--- config.mk ---
export PLATFORM = sky130hd
export DESIGN_NAME = seg7_scanner
export DESIGN_NICKNAME = d
export VERILOG_FILES = /design/src/rtl/seg7_pkg.sv /design/src/rtl/seg7_decode.sv /design/src/rtl/seg7_scanner.sv
export SDC_FILE = /design/constraint.sdc
export NUM_CORES = 1
export LEC_CHECK = 0
export CAP_MARGIN = 10
export CORE_MARGIN = 2
export CORE_UTILIZATION = 56
export CTS_BUF_LIST = sky130_fd_sc_hd__clkbuf_8
export CTS_CLUSTER_DIAMETER = 60
export DETAILED_ROUTE_END_ITERATION = 6
export GPL_ROUTABILITY_DRIVEN = 1
export PLACE_DENSITY = 0.83
export SYNTH_ARGS = -nofsm -noshare
export SYNTH_HDL_FRONTEND = slang
export SYNTH_HIERARCHICAL = 1
export SYNTH_SLANG_ARGS = --single-unit
--- constraint.sdc ---
create_clock -name clk -period 5.85 [get_ports clk]
set_input_delay 0.8775 -clock clk [delete_from_list [all_inputs] [get_ports clk]]
set_output_delay 0.8775 -clock clk [all_outputs]
set_load 0.02 [all_outputs]
--- src/rtl/seg7_pkg.sv ---
// Shared glyph codes and seven-segment patterns for the display scanner.
// Patterns are active-high and ordered {g,f,e,d,c,b,a}.
package seg7_pkg;

    localparam int GLYPH_W = 5;
    localparam int SEG_W   = 7;

    localparam logic [GLYPH_W-1:0] GLYPH_BLANK = 5'h10;
    localparam logic [GLYPH_W-1:0] GLYPH_DASH  = 5'h11;
    localparam logic [GLYPH_W-1:0] GLYPH_L     = 5'h12;
    localparam logic [GLYPH_W-1:0] GLYPH_H     = 5'h13;

    localparam logic [SEG_W-1:0] SEG_0     = 7'h3F;
    localparam logic [SEG_W-1:0] SEG_1     = 7'h06;
    localparam logic [SEG_W-1:0] SEG_2     = 7'h5B;
    localparam logic [SEG_W-1:0] SEG_3     = 7'h4F;
    localparam logic [SEG_W-1:0] SEG_4     = 7'h66;
    localparam logic [SEG_W-1:0] SEG_5     = 7'h6D;
    localparam logic [SEG_W-1:0] SEG_6     = 7'h7D;
    localparam logic [SEG_W-1:0] SEG_7     = 7'h07;
    localparam logic [SEG_W-1:0] SEG_8     = 7'h7F;
    localparam logic [SEG_W-1:0] SEG_9     = 7'h6F;
    localparam logic [SEG_W-1:0] SEG_A     = 7'h77;
    localparam logic [SEG_W-1:0] SEG_B     = 7'h7C;
    localparam logic [SEG_W-1:0] SEG_C     = 7'h39;
    localparam logic [SEG_W-1:0] SEG_D     = 7'h5E;
    localparam logic [SEG_W-1:0] SEG_E     = 7'h79;
    localparam logic [SEG_W-1:0] SEG_F     = 7'h71;
    localparam logic [SEG_W-1:0] SEG_BLANK = 7'h00;
    localparam logic [SEG_W-1:0] SEG_DASH  = 7'h40;
    localparam logic [SEG_W-1:0] SEG_L     = 7'h38;
    localparam logic [SEG_W-1:0] SEG_H     = 7'h76;

    function automatic logic [SEG_W-1:0] seg_polar(
        input logic [SEG_W-1:0] pat,
        input logic             active_low
    );
        return active_low ? ~pat : pat;
    endfunction

endpackage

--- src/rtl/seg7_decode.sv ---
// Combinational glyph-code to active-high segment pattern decoder.
// Unassigned codes fall through to an all-dark pattern.
module seg7_decode
    import seg7_pkg::*;
(
    input  logic [GLYPH_W-1:0] code_i,
    output logic [SEG_W-1:0]   pat_o
);

    always_comb begin
        pat_o = SEG_BLANK;
        case (code_i)
            5'h00:       pat_o = SEG_0;
            5'h01:       pat_o = SEG_1;
            5'h02:       pat_o = SEG_2;
            5'h03:       pat_o = SEG_3;
            5'h04:       pat_o = SEG_4;
            5'h05:       pat_o = SEG_5;
            5'h06:       pat_o = SEG_6;
            5'h07:       pat_o = SEG_7;
            5'h08:       pat_o = SEG_8;
            5'h09:       pat_o = SEG_9;
            5'h0A:       pat_o = SEG_A;
            5'h0B:       pat_o = SEG_B;
            5'h0C:       pat_o = SEG_C;
            5'h0D:       pat_o = SEG_D;
            5'h0E:       pat_o = SEG_E;
            5'h0F:       pat_o = SEG_F;
            GLYPH_BLANK: pat_o = SEG_BLANK;
            GLYPH_DASH:  pat_o = SEG_DASH;
            GLYPH_L:     pat_o = SEG_L;
            GLYPH_H:     pat_o = SEG_H;
            default:     pat_o = SEG_BLANK;
        endcase
    end

endmodule

--- src/rtl/seg7_scanner.sv ---
// Multiplexed seven-segment scanner with frame snapshots, leading-zero
// suppression, per-digit blanking and PWM brightness.
module seg7_scanner
    import seg7_pkg::*;
#(
    parameter int NUM_DIGITS       = 8,
    parameter int REFRESH_DIV      = 100000,
    parameter int PWM_BITS         = 4,
    parameter bit ANODE_ACTIVE_LOW = 1'b1,
    parameter bit SEG_ACTIVE_LOW   = 1'b1,
    localparam int IW              = $clog2(NUM_DIGITS)
) (
    input  logic                          clk,
    input  logic                          reset,
    input  logic [GLYPH_W*NUM_DIGITS-1:0] digits_in,
    input  logic [NUM_DIGITS-1:0]         dp_in,
    input  logic [NUM_DIGITS-1:0]         blank_in,
    input  logic                          lzs_en,
    input  logic [PWM_BITS-1:0]           brightness,
    output logic [SEG_W-1:0]              seg,
    output logic                          dp,
    output logic [NUM_DIGITS-1:0]         an,
    output logic                          frame_start,
    output logic [IW-1:0]                 cur_digit
);

    localparam int PW = $clog2(REFRESH_DIV);

    localparam logic [PW-1:0] P_LAST   = PW'(REFRESH_DIV - 1);
    localparam logic [PW-1:0] P_GUARD  = PW'(2);
    localparam logic [IW-1:0] IDX_LAST = IW'(NUM_DIGITS - 1);

    localparam logic [NUM_DIGITS-1:0] AN_OFF  =
        ANODE_ACTIVE_LOW ? '1 : '0;
    localparam logic [SEG_W-1:0]      SEG_OFF =
        SEG_ACTIVE_LOW ? '1 : '0;
    localparam logic                  DP_OFF  = SEG_ACTIVE_LOW;

    logic [PW-1:0] p_q, p_d;
    logic [IW-1:0] idx_q, idx_d;

    logic [GLYPH_W*NUM_DIGITS-1:0] snap_dig_q, snap_dig_d;
    logic [NUM_DIGITS-1:0]         snap_dp_q, snap_dp_d;
    logic [NUM_DIGITS-1:0]         snap_blank_q, snap_blank_d;
    logic                          snap_lzs_q, snap_lzs_d;

    logic [SEG_W-1:0]      seg_q, seg_d;
    logic                  dp_q, dp_d;
    logic [NUM_DIGITS-1:0] an_q, an_d;
    logic                  fs_q, fs_d;
    logic [IW-1:0]         cur_q, cur_d;

    logic                  capture;
    logic [GLYPH_W-1:0]    codes [NUM_DIGITS];
    logic [NUM_DIGITS-1:0] lead_zero;
    logic [GLYPH_W-1:0]    cur_code;
    logic [SEG_W-1:0]      cur_pat;
    logic                  dark;
    logic                  an_on;
    logic [NUM_DIGITS-1:0] an_hi;
    logic                  run;

    // Position (index 0, p 0) is both the post-reset state and the frame
    // boundary, so one condition covers both snapshot events.
    assign capture = (p_q == '0) && (idx_q == '0);

    always_comb begin
        p_d   = (p_q == P_LAST) ? '0 : p_q + 1'b1;
        idx_d = idx_q;
        if (p_q == P_LAST) begin
            idx_d = (idx_q == IDX_LAST) ? '0 : idx_q + 1'b1;
        end
    end

    always_comb begin
        snap_dig_d   = snap_dig_q;
        snap_dp_d    = snap_dp_q;
        snap_blank_d = snap_blank_q;
        snap_lzs_d   = snap_lzs_q;
        if (capture) begin
            snap_dig_d   = digits_in;
            snap_dp_d    = dp_in;
            snap_blank_d = blank_in;
            snap_lzs_d   = lzs_en;
        end
    end

    // The output stage decodes from the incoming snapshot so the first slot
    // of a frame already shows the freshly captured inputs.
    always_comb begin
        run       = 1'b1;
        lead_zero = '0;
        for (int i = 0; i < NUM_DIGITS; i++) begin
            codes[i] = snap_dig_d[GLYPH_W*i +: GLYPH_W];
        end
        for (int i = NUM_DIGITS - 1; i >= 0; i--) begin
            run          = run & (codes[i] == '0);
            lead_zero[i] = run;
        end
    end

    assign cur_code = codes[idx_q];

    seg7_decode u_decode (
        .code_i (cur_code),
        .pat_o  (cur_pat)
    );

    always_comb begin
        dark = snap_blank_d[idx_q]
             | (snap_lzs_d & lead_zero[idx_q] & (idx_q != '0));

        an_on = (p_q >= P_GUARD)
             && (p_q[PWM_BITS-1:0] <= brightness);
        an_hi        = '0;
        an_hi[idx_q] = an_on;

        seg_d = seg_polar(dark ? SEG_BLANK : cur_pat, SEG_ACTIVE_LOW);
        dp_d  = (snap_dp_d[idx_q] & ~snap_blank_d[idx_q]) ^ SEG_ACTIVE_LOW;
        an_d  = ANODE_ACTIVE_LOW ? ~an_hi : an_hi;
        fs_d  = capture;
        cur_d = idx_q;
    end

    always_ff @(posedge clk or posedge reset) begin
        if (reset) begin
            p_q          <= '0;
            idx_q        <= '0;
            snap_dig_q   <= '0;
            snap_dp_q    <= '0;
            snap_blank_q <= '1;
            snap_lzs_q   <= 1'b0;
            seg_q        <= SEG_OFF;
            dp_q         <= DP_OFF;
            an_q         <= AN_OFF;
            fs_q         <= 1'b0;
            cur_q        <= '0;
        end else begin
            p_q          <= p_d;
            idx_q        <= idx_d;
            snap_dig_q   <= snap_dig_d;
            snap_dp_q    <= snap_dp_d;
            snap_blank_q <= snap_blank_d;
            snap_lzs_q   <= snap_lzs_d;
            seg_q        <= seg_d;
            dp_q         <= dp_d;
            an_q         <= an_d;
            fs_q         <= fs_d;
            cur_q        <= cur_d;
        end
    end

    assign seg         = seg_q;
    assign dp          = dp_q;
    assign an          = an_q;
    assign frame_start = fs_q;
    assign cur_digit   = cur_q;

endmodule

After elaboration in Yosys (flattened, before gate mapping)
Memories as Yosys holds them, arrays and structs flattened. Index checks and enable logic that the tools add are counted.

Add/sub/neg operators: 2. Magnitude comparators: 5. Equality and inequality tests: 2. Muxes and demuxes: 18. Bitwise gates (word level): 17. Reduce and logical (&&, ||, !) cells: 14.

Operators with widths (number): 5-bit zero test (8); 40-bit two-way mux (1); 17-bit by 1-bit adder with 17-bit output, second input constant (1); 17-bit equality test, second input constant (1); 17-bit by 2-bit >= comparator with 1-bit output, second input constant (1); 17-bit zero test (1); 17-bit two-way mux (1); 8-bit two-way mux (2); 5-bit binary-select mux with 3-bit select (1); 1-bit bitwise AND (10); 5-bit two-way mux (2); 1-bit binary-select mux with 3-bit select (3); 8-bit bitwise AND (1); 8-bit NOT (1); 7-bit two-way mux (1); 7-bit NOT (1); 1-bit two-way mux (5); 4-bit >= comparator, second input constant (1); 4-bit <= comparator (1); 3-bit by 4-bit < comparator with 1-bit output, second input constant (1); 3-bit NOT with 4-bit output (1); 3-bit by 1-bit adder with 3-bit output, second input constant (1); 1-bit demux with 3-bit select (1); 3-bit equality test, second input constant (1); 7 further kinds (10).

Flip-flop bits (word level): 97. Bits in read-only memories: 224. Bits of input ports: 63. Output and inout port bits: 20. Word-level logic and storage cells: 70. Memories: 1.

Memory list: (name not given) (words 32, width 7, read ports 1, clocked after memory_dff 0, write ports 0, line seg7_decode.sv:12) `case (code_i)`.

Logic depth before layout (Yosys ltp)
Depth after elaboration: 18. Depth in mapped cells: 18. Mapped depth without buffers: 13.

Modules after synthesis
Netlist, hierarchy kept.

Modules (own cells, without submodules): seg7_scanner (instances 1, cells an instance 385, area an instance 4808.4 um^2, sequential area each 2457.4 um^2); seg7_decode (instances 1, cells an instance 52, area an instance 367.9 um^2, sequential area each 0.0 um^2).

Least setup slack after synthesis
Ideal clock, no wire load.

Kind: reg-to-reg. From: register idx_q[0], in the netlist cur_d[0]. To: register seg_q[6], in the netlist seg[6]. Setup time: 0.108 ns. Data arrival time: 4.085 ns. Required time: 5.742 ns. Path slack: 1.658 ns. Stages on the path, launching flop included: 18. Path buffers: 5. Period minus slack after synthesis: 4.192 ns. Path through: dfrtp_1 > clkbuf_1 > inv_1 > clkbuf_1 > ha_1 > nand3b_1 > or2_1 > buf_6 > buf_6 > buf_6 > mux2_4 > mux2_2 > mux4_2 > ha_1 > nor2b_1 > a2111oi_4 > o21bai_1 > o211ai_1.

Elaborated cells between the ends (all ways): 35. Those cells by class: 11 x mux; 12 x bitwise; 11 x reduce/logical; 1 x memory.

RTL lines: start: declaration (line seg7_scanner.sv:40) `logic [IW-1:0] idx_q, idx_d;`; start signal: assignment (line seg7_scanner.sv:140) `idx_q <= idx_d;`; 3-bit zero test (line seg7_scanner.sv:65) `assign capture = (p_q == '0) && (idx_q == '0);`; 1-bit logical AND (line seg7_scanner.sv:65); 40-bit two-way mux (line seg7_scanner.sv:80) `if (capture) begin`; named net snap_dig_d[36] (line seg7_scanner.sv:42) `logic [GLYPH_W*NUM_DIGITS-1:0] snap_dig_q, snap_dig_d;`; 5-bit binary-select mux with 3-bit select (line seg7_scanner.sv:102) `assign cur_code = codes[idx_q];`; 5-bit two-way mux (not written as such) (2 in series) (line seg7_scanner.sv:102); named net cur_code[1] (line seg7_scanner.sv:56) `logic [GLYPH_W-1:0] cur_code;`; memory read 32 x 7 bit; named net cur_pat[6] (line seg7_scanner.sv:57) `logic [SEG_W-1:0] cur_pat;`; 7-bit two-way mux (line seg7_scanner.sv:118) `seg_d = seg_polar(dark ? SEG_BLANK : cur_pat, SEG_ACTIVE_LOW);`; 7-bit NOT (line seg7_pkg.sv:38) `return active_low ? ~pat : pat;`; named net seg_d[6] (line seg7_scanner.sv:47) `logic [SEG_W-1:0] seg_q, seg_d;`; end signal: assignment (line seg7_scanner.sv:145) `seg_q <= seg_d;`; end: declaration (line seg7_scanner.sv:47).

The timed path passes the listed nets, and every way through them passes these cells. The select of a mux whose other input is x is not followed. A chain may end at the register's enable or synchronous reset.

Worst setup path in the final report
From: register idx_q[1], in the netlist cur_d[1]. To: register seg_q[4], in the netlist seg[4].

Same word-level chain as after synthesis.

==> metrics.md <==
| Metric | Value |
|---|---|
| Cell count after synthesis | `437` |
| Sequential Power Share | `0.546` |
| Most used DFF post-synth | `dfrtp_1` |
| Post-CTS Setup Inserts | `0` |
| GR Util All Layers | `0.248` |
| CTS Buf Count | `9` |
| Largest net degree at the start of global routing | `56` |
| Reg2reg start | `cur_d[1]` |
| Post-cts gate resize count | `0` |
| Leak pwr | `2.62 nW` |
| DRT antenna net count | `0` |
| Worst Setup End Kind | `register` |
| Tightest Hold Check Type | `register to register` |
| Max_cap viols | `0` |
| Min cycle time layout | `4.72 ns` |
| Max FO, Critical Path | `44` |
| Synth warn | `6` |
| Area Growth Syn to Fin | `21.1%` |
| Period utilisation layout | `0.807` |
| Share of layout cells above drive strength 1 | `0.259` |
| Detailed placement HPWL | `8650 µm` |
| Post-synthesis cell type count | `59` |
| Fin nets | `596` |
| Worst VDD drop | `0.165 mV` |
| Post-route insts no fill | `632` |
| DRC violations left | `0` |
| Core ar. | `9110 µm²` |
| Worst slew pin tran | `1.04 ns` |
| Sequential share of the synthesized area | `0.475` |
| CTS tree | `done` |
| Slack of the worst reg-to-reg path | `1.13 ns` |
| Net Sw Frac | `0.231` |
| I/O pin cnt | `83` |
| Placed inst area | `6070 µm²` |
| Top cells by area, synth | `dfrtp_1, mux2_2, dfstp_2` |
| Iteration count of the initial detailed-routing pass | `5` |
| Vias | `3,847` |
| Final hold vios | `0` |
| Clock share of power | `0.337` |
| Initial Util | `0.568` |
| RSZ-0062 raised after global routing | `false` |
| Iteration-0 DRC Markers | `216` |
| Antenna violations before repair | `0` |
| Internal Pwr Total | `1.00 mW` |
| Async SR Flop Fraction | `1.00` |
| DR top layer | `met4` |
| Number of H-tree levels | `3` |
| Clock Latency Late Sink | `0.36 ns` |
| Fin Clk Skew | `0.00614 ns` |
| Top-area cell type share of the netlist area | `0.353` |
| Slew Limit Fails | `0` |
| Fillcell total | `657` |
| Placement row count | `35` |
| Metal-1 WL | `5080 µm` |
| Diode count | `0` |
| Required time of the critical path | `6.09 ns` |
| RR Endpoint | `seg[4]` |
| Die W | `100 µm` |
| Global route overflow | `0` |
| Most frequent cell after synthesis | `dfrtp_1` |
| Clk sink count | `97` |
| Met2 wire length | `5680 µm` |
| Status | `finished clean` |
| Startpoint class of the critical path | `register` |
| Worst hold path depth | `2` |
| Die H | `100 µm` |
| Critical Setup Path Class | `register to register` |
| Hold EP | `snap_blank_q[4]` |
| Hold buffer count at cts | `0` |
| Vias in the first global route | `3,927` |
| Root buf cell | `clkbuf_8` |
| F_max | `0.212 GHz` |
| R2r worst-path depth | `13` |
| Switching power | `301 µW` |
| Synth area leader | `dfrtp_1` |
| Final wirelength | `11,800 µm` |
| #FFs+latches synth | `97` |
| Hold path startpoint | `snap_blank_q[4]` |
| CTS clk-pin slew, worst paths | `0.09 ns` |
| Rel. slew slack | `0.301` |
| Synth top cells by count | `dfrtp_1, mux2_2, nand2_1, nor2_1, dfstp_2` |
| DR vias/cell | `6.09` |
| Post-synthesis average cell area | `11.8 µm²` |
| Clock Path Buffers | `2` |
| First-pass GRT wire length | `19,300 µm` |
| Mapped Area | `5180 µm²` |
| Setup violators final | `0` |
| Logic pwr share | `0.117` |
| Routed wl met3 | `699 µm` |
| Setup TNS | `0 ns` |
| Die footprint | `10,000 µm²` |
| DP Cell Count | `616` |
| CP arrival | `4.97 ns` |
| Number of flops mapped to enable cells by yosys | `0` |
| Port bufs | `82` |
| Syn_nets | `517` |
| GPL Wtd Cong | `0.905` |
| Post-route cell area | `6270 µm²` |
| Pwr Density | `208 nW/µm²` |
| DR WL/cell | `18.7 µm` |
-- layout by cell type (no fill, tap or decap), types with 3 or more instances in the layout --
cell type and count:
buf_4 5, o211ai_1 8, mux2_2 71, nand3b_1 5, clkdlybuf4s50_1 82, nand2_1 35, inv_1 17, nor2_1 29
nand4_1 7, o21a_1 3, mux4_2 11, nand3_1 6, clkbuf_8 11, nor3_1 8, xor2_1 6, dfrtp_1 73
nor2b_1 6, nand2b_1 5, and3_1 6, o21ai_0 9, dfstp_2 24, xnor2_1 8, a21oi_1 3, or4_1 13
nor4_1 6, ha_1 17, a2bb2oi_1 3
-- logic make-up after synthesis --
logic type / synth area share
buffers and inverters: 0.0324
muxes: 0.208
adders and majority gates: 0.0411
AOI/OAI and AO/OA: 0.0810
xor gates and xnor gates: 0.0237
and+or+nand+nor: 0.139
DFF: 0.475
-- per-stage QoR --
stage	utilization	hold WS, ns	setup WS, ns	power [mW]
finish	0.688	0.464	1.13	1.30
global placement	0.666	0.444	1.37	0.869
global route	0.688	0.501	0.810	1.35
floorplan	-	0.396	1.66	0.797
CTS	0.688	0.464	1.18	1.31
detailed placement	0.666	0.450	1.19	0.874
-- worst max path at each step --
stage	start	end	slack (ns)	cells past startpoint
finish	cur_d[1]	seg[4]	1.13	13
global route	cur_d[1]	seg[6]	0.81	12
CTS	cur_d[1]	seg[4]	1.18	13
detailed placement	cur_d[1]	seg[4]	1.19	13
global placement	cur_d[1]	seg[6]	1.37	12
floorplan	cur_d[0]	seg[6]	1.66	17
-- power groups by stage --
stage	Clock [mW]	Combinational (mW)	Sequential [mW]
global placement	0	0.148	0.721
global route	0.475	0.166	0.713
floorplan	0	0.0738	0.724
detailed placement	0	0.151	0.722
finish	0.439	0.153	0.710
CTS	0.448	0.153	0.710
-- area by class of cell --
| cell class | instances | area (µm²) | area share |
|---|---|---|---|
| clock buffers | 11 | 151 | 0.0242 |
| clock inverters | 5 | 48.8 | 0.00779 |
| inverters | 16 | 61.3 | 0.00978 |
| multi-input cells | 305 | 2550 | 0.407 |
| flip-flops and latches | 97 | 2460 | 0.392 |
| well taps | 111 | 139 | 0.0222 |
| repair buffers | 87 | 858 | 0.137 |
-- registers in the layout (all words and copies together), names as in the netlist --
signal	flops
an	8
cur_d	3
cur_digit	3
dp	1
frame_start	1
p_q	17
seg	7
snap_blank_q	8
snap_dig_q	40
snap_dp_q	8
snap_lzs_q	1
-- worst max-delay path, cell delays in order, from the launching register on --
cell	delay (ns)
dfrtp_1	0.73
inv_1	0.21
ha_1	0.25
nand3b_1	0.26
or2_2	0.85
mux2_2	0.44
mux2_2	0.28
mux4_2	0.58
inv_1	0.17
ha_1	0.20
nand2b_1	0.07
a221oi_1	0.31
a31o_2	0.16
o211ai_1	0.10
-- routing by layer --
layer,up-vias,GRT usage
met5,-,0
met4,0,0.110
met3,27,0.0418
met2,143,0.397
met1,1916,0.337
li1,1761,-
No activity file was read; power rests on OpenSTA's default activity.
